==> src/rtl/relay_sequencer.sv <==
// One-hot sequencer pulse generator for the LED/control bus: free-run, single-step,
// halt at end of instruction and restart, with a per-instruction cycle length.
module relay_sequencer #(
  parameter int FSM_W      = 19,
  parameter int MIN_LEN    = 8,
  parameter int LEN_SAMPLE = 7
) (
  input  logic             clk,
  input  logic             reset_n,
  input  logic             run,
  input  logic             step,
  input  logic             halt_req,
  input  logic             restart,
  input  logic [4:0]       len,
  output logic [FSM_W-1:0] fsm_out,
  output logic             cycle_start,
  output logic             cycle_done,
  output logic             halted
);

  typedef enum logic [1:0] {IDLE, ACTIVE, HALTED} st_t;

  localparam logic [4:0]       FSM_W5    = 5'(FSM_W);
  localparam logic [4:0]       MIN5      = 5'(MIN_LEN);
  localparam logic [4:0]       SAMPLE5   = 5'(LEN_SAMPLE);
  localparam logic [4:0]       TOP5      = 5'(FSM_W - 1);
  localparam logic [FSM_W-1:0] PULSE_LSB = {{(FSM_W-1){1'b0}}, 1'b1};

  st_t        st, st_nxt;
  logic [4:0] cnt, cnt_nxt;
  logic [4:0] len_q, len_nxt;
  logic       halt_q, halt_nxt;
  logic       step_d;
  logic       advance;
  logic [4:0] last;
  logic       done;

  function automatic logic [4:0] clamp_len(input logic [4:0] l);
    if (l < MIN5)        return MIN5;
    else if (l > FSM_W5) return FSM_W5;
    else                 return l;
  endfunction

  always_ff @(posedge clk or negedge reset_n) begin
    if (!reset_n) begin
      st     <= IDLE;
      cnt    <= 5'd0;
      len_q  <= FSM_W5;
      halt_q <= 1'b0;
      step_d <= 1'b0;
    end else begin
      st     <= st_nxt;
      cnt    <= cnt_nxt;
      len_q  <= len_nxt;
      halt_q <= halt_nxt;
      step_d <= step;
    end
  end

  // At the sample state the freshly clamped length decides the end, so an
  // 8-state instruction finishes on the very state that latches its length.
  always_comb begin
    advance  = run | (step & ~step_d);
    last     = (cnt == SAMPLE5) ? (clamp_len(len) - 5'd1) : (len_q - 5'd1);
    st_nxt   = st;
    cnt_nxt  = cnt;
    len_nxt  = len_q;
    halt_nxt = halt_q;
    done     = 1'b0;
    case (st)
      IDLE: begin
        if (advance) begin
          st_nxt  = ACTIVE;
          cnt_nxt = 5'd0;
        end
      end
      ACTIVE: begin
        if (cnt == 5'd0) len_nxt = FSM_W5;
        if (halt_req)    halt_nxt = 1'b1;
        if (advance) begin
          if (cnt == SAMPLE5) len_nxt = clamp_len(len);
          if (cnt == last) begin
            done    = 1'b1;
            cnt_nxt = 5'd0;
            if (halt_q || halt_req) begin
              st_nxt   = HALTED;
              halt_nxt = 1'b0;
            end
          end else begin
            cnt_nxt = cnt + 5'd1;
          end
        end
      end
      HALTED: begin
        st_nxt = HALTED;
      end
      default: begin
        st_nxt  = IDLE;
        cnt_nxt = 5'd0;
      end
    endcase
    // Restart wins over any advance or halt request in the same clock.
    if (restart) begin
      st_nxt   = IDLE;
      cnt_nxt  = 5'd0;
      halt_nxt = 1'b0;
      done     = 1'b0;
    end
  end

  always_comb begin
    fsm_out     = (st == ACTIVE) ? (PULSE_LSB << (TOP5 - cnt)) : '0;
    cycle_start = (st == ACTIVE) && (cnt == 5'd0);
    cycle_done  = done;
    halted      = (st == HALTED);
  end

endmodule

==> config.mk <==
export PLATFORM = sky130hd
export DESIGN_NAME = relay_sequencer
export DESIGN_NICKNAME = d
export VERILOG_FILES = /design/src/rtl/relay_sequencer.sv
export SDC_FILE = /design/constraint.sdc
export NUM_CORES = 1
export LEC_CHECK = 0
export BUFFER_PORTS_ARGS = -buffer_cell sky130_fd_sc_hd__buf_2
export CORE_ASPECT_RATIO = 0.5
export CORE_UTILIZATION = 54
export DETAILED_ROUTE_END_ITERATION = 10
export HOLD_SLACK_MARGIN = 0.03
export PLACE_DENSITY = 0.77
export SETUP_SLACK_MARGIN = 0.15
export SYNTH_ARGS = -nofsm -noshare
export SYNTH_HDL_FRONTEND = slang
export SYNTH_SLANG_ARGS = --single-unit
==> constraint.sdc <==
create_clock -name clk -period 3.3 [get_ports clk]
set_clock_uncertainty 0.15 [all_clocks]
set_input_delay 0.165 -clock clk [delete_from_list [all_inputs] [get_ports clk]]
set_output_delay 0.165 -clock clk [all_outputs]
set_load 0.02 [all_outputs]
# Yosys cells after proc, flatten, opt, wreduce, memory -nomap -nowiden
# Cells that the tools add are included.
# word_totals
rom_bits	0
wordCells	59
ff_bits	14
n_memories	0
mem_bits_rw	0
latch_bits	0
output_inout_bits	22
# op_classes
reduce_logical	7
n_bitwise	3
addsub	4
n_shift	1
multipliers	0
magnitude_cmp	2
muxes	28
n_eq_ne	9
n_div	0
# ops
cell	n
5-bit 2-to-1 mux	10
19-bit 2-to-1 mux	1
1-bit by 5-bit << shifter with 19-bit output, first input constant	1
5-bit case mux with 3 select lines	1
3-bit inequality test, second input constant	4
1-bit 2-to-1 mux	10
2-bit 2-to-1 mux	5
5-bit by 1-bit subtractor with 5-bit output, second input constant	2
2-bit case mux with 3 select lines	1
5-bit by 1-bit adder with 5-bit output, second input constant	1
5-bit by 3-bit equality test with 1-bit output, second input constant	1
5-bit equality test	1
5-bit greater-than comparator, second input constant	1
5-bit logical NOT	1
5-bit by 4-bit less-than comparator with 1-bit output, second input constant	1
5-bit subtractor, first input constant	1
4-bit AND reduction	1
3-bit AND reduction	1
2-bit by 1-bit equality test with 1-bit output, second input constant	1
2-bit equality test, second input constant	1
2-bit logical NOT	1
2-bit inequality test, second input constant	1
2-bit nonzero test	1
1-bit bitwise AND	1
other kinds (4)	4

# Longest topological paths before layout
# depth
depth_word	10
depth_mapped	12
ltp_nobuf	10

# Worst setup path after synthesis
# No wires, ideal clock.
# synth_path
path_kind	register to output
start	register cnt[1]
end	output cycle_done
path_buffers	2
t_required_ns	2.985
arrival_ns	2.647
slack_ns	0.338
stages_incl_launch_ff	12
path_cell_list	dfrtp_1 -> ha_1 -> buf_2 -> and4bb_1 -> buf_6 -> mux2i_1 -> ha_1 -> xnor2_1 -> or2_1 -> nor4_1 -> nand3_1 -> nor2_1
# synth_via
elab_chain_cells	7
# synth_lines
item	line	source
start: declaration	30	logic [4:0] cnt, cnt_nxt;
start signal: assignment	53	cnt <= cnt_nxt;
5-bit by 3-bit equality test with 1-bit output	64	last = (cnt == SAMPLE5) ? (clamp_len(len) - 5'd1) : (len_q - 5'd1);
5-bit 2-to-1 mux	64	
5-bit equality test *	82	if (cnt == last) begin
1-bit 2-to-1 mux *	82	
1-bit 2-to-1 mux *	80	if (advance) begin
1-bit 2-to-1 mux *	70	case (st)
1-bit 2-to-1 mux *	103	if (restart) begin
end: declaration	17	output logic cycle_done,
# Mark *: on every way between the ends. The rest lies on a longest branch, timed or not.

# Worst setup path after layout
# Ends and elaborated chain as after synthesis.

==> out/results.txt <==
Peak Freq -> 0.326 GHz
Post-Route Setup TNS -> 0 ns
Layout cells sized above 1 -> 28.4%
Num CTS Buffers -> 3
Area growth syn-to-layout -> 24.9%
Post-layout min period -> 3.07 ns
Maximum fanout along the worst path -> 5
Seq/Total Area, Yosys -> 25.0%
Gr usage total -> 25.4%
CP peak stage delay -> 0.35 ns
RSZ-0062 raised after global routing -> true
Synth Area per Inst -> 8.38 sq um
Syn. warnings -> 0
Startpoint Class -> register
Power Dens Cells -> 382 nW/um^2
Cell Area, Synth -> 1420 sq um
Leakage -> 0.864 nW
Critical path data required time -> 2.98 ns
Crit. End Element -> output pin
CP most frequent cell -> ha_2
Core area -> 2340 sq um
CTS tree -> done
Worst path slowest cell -> dfrtp_1
Worst VDD drop -> 0.377 mV
Hpwl dp -> 2310 um
Placer's final routability congestion estimate -> 0.797
CTS Root Cell -> clkbuf_8
Largest net degree at the start of global routing -> 18
N_diodes -> 0
# IOs -> 33
Setup violators final -> 0
Most common cell after layout, fill and taps aside -> buf_2
Hold Slack -> 0.0887 ns
First drt pass iteration count -> 4
Tcrit/Tclk final -> 92.9%
Global-route wire length before repair -> 5190 um
Async SR Flop Fraction -> 100%
Initial drt markers -> 47
Buffers added on ports -> 32
Netlist cell types -> 44
Final count of hold timing violations -> 0
Max_cap viols -> 0
Routed vias -> 1,345
Least-Margin Pin Slew -> 0.671 ns
Most frequent cells in the layout -> buf_2 (31), and2_1 (14), buf_4 (13), dfrtp_1 (11)
Post-synth EDFFs -> 0
Worst-skew pair later-pin latency -> 0.26 ns
Count of pins over their slew limit -> 0
DR WL/cell -> 13.9 um
FILL cells -> 177
Chip Height -> 38.2 um
H-tree depth -> 1
Die Wd -> 74.4 um
CP cell instances -> ha_2 > and4bb_2 > buf_6 > mux2i_1 > ha_2 > xnor2_2 > xnor2_1 > or2_1 > nor4_4 > nand3_1 > nor2_1 > buf_4
Vias in the first global route -> 1,149
Clock-pin transition on the worst setup and hold timing paths -> 0.06 ns
Top_reg_cell synth -> dfrtp_1
WS Path Type -> reg2out
Relative slew margins -> 54.9%
NumNets Final -> 234
Vias per inst -> 5.47
Yosys reg bits -> 14
Crit path arrival time -> 2.75 ns
Status -> finished, final reports clean
Initial antenna violation count -> 0
Die Area -> 2840 sq um
DR DRC count -> 0
Tightest Hold Check Type -> in2reg
DRT antenna net count -> 0
Clk buf depth -> 2
Initial Utilization -> 60.5%
Site Rows -> 12
Total wire length -> 3430 um
Cells after synthesis -> 169
Syn Nets -> 191
Gr ovfl total -> 0
TritonCTS sink count -> 14
[state kept, by name, indices dropped and copies added (netlist names)]
| signal | cells |
|---|---|
| cnt | 5 |
| len_q | 5 |
| st | 2 |
| halt_q | 1 |
| step_d | 1 |
[worst paths after layout]
check | startpoint | end | slack [ns] | depth (start not counted)
worst min-delay path | halt_req | halt_q | 0.09 | 3
worst max-delay path | cnt[1] | cycle_done | 0.23 | 12
worst min register to register | len_q[4] | len_q[4] | 0.38 | 1
max in group asynchronous | reset_n | len_q[0] | 2.53 | 2
worst max register to register | cnt[1] | cnt[2] | 0.24 | 13
min in group asynchronous | reset_n | cnt[3] | 0.18 | 2
[repair_timing]
item | CTS | global route
resized for setup | 0 | 9
endpoints found under the setup margin | 0 | 6
buffers inserted | 0 | 6
hold buffers | 3 | 0
hold endpoints to repair | 16 | 0
[per-layer routing]
metal	share of wire, %	vias to the layer above	track usage (%)	wire length (um)
li1	-	683	-	-
met1	46	616	29.8	1580
met2	48	44	45.7	1640
met3	5.3	2	5.79	182
met4	0.73	0	10.8	25
met5	0	-	0	0
[metrics by stage]
step                      setup slack (ns)  util (%)  cells  power (W)  area, sq um
after floorplan                      0.338         -    169   0.000419         1420
after global placement               0.474      68.8    233   0.000494         1610
after detailed placement             0.404      68.8    233   0.000506         1610
after CTS                            0.194      72.0    240   0.000658         1690
after global routing                0.0169      75.5    246   0.000723         1770
final                                0.235      75.5    246   0.000676         1770
[cells in the mapped netlist (all sizes together) (5+ instances only)]
cell type / instances / share of area, %
xnor2: 7 / 4.3
and2: 14 / 6.2
o21ai: 8 / 2.8
nand3: 6 / 2.1
nor2: 8 / 2.1
a21o: 5 / 2.7
clkbuf: 6 / 1.6
mux2i: 5 / 3.5
ha: 11 / 9.7
nor3: 6 / 2.1
inv: 10 / 2.7
nand2: 10 / 2.7
a21oi: 8 / 2.8
and3: 7 / 3.1
dfrtp: 11 / 19
[worst max-delay path, delay by kind of cell, from the launching register on]
family	cells	cell delay, ns
xor gates and xnor gates	2	0.19
adders and majority gates	2	0.40
buffers and inverters	2	0.28
DFF	1	0.35
muxes	1	0.19
and+or+nand+nor	5	1.06
[kinds of logic (layout without fill, tap and decap cells)]
logic type                 Yosys count  after routing  share of synthesized area (%)
xor gates and xnor gates             9              9                           5.57
and+or+nand+nor                     66             66                           26.1
muxes                                6              6                           4.33
buffers and inverters               20             62                           6.98
adders and majority gates           11             11                           9.72
AOI/OAI and AO/OA                   43             43                           22.3
DFF                                 14             14                           25.0
[layout make-up]
cell class / count / area [sq um] / share of cell area, %
multi-input cells: 135 / 995 / 56.2
inverters: 10 / 37.5 / 2.12
clock buffers: 4 / 45.0 / 2.55
flip-flops and latches: 14 / 354 / 20.0
well taps: 35 / 43.8 / 2.48
repair buffers: 48 / 294 / 16.6
[power by group]
part           internal (W)  total [W]  leakage [nW]  switching (W)
clock             0.0000859   0.000154        0.0228      0.0000679
combinational      0.000122   0.000321         0.661       0.000199
sequential         0.000191   0.000201         0.181      0.0000102
(Power assumes the default switching activity.)
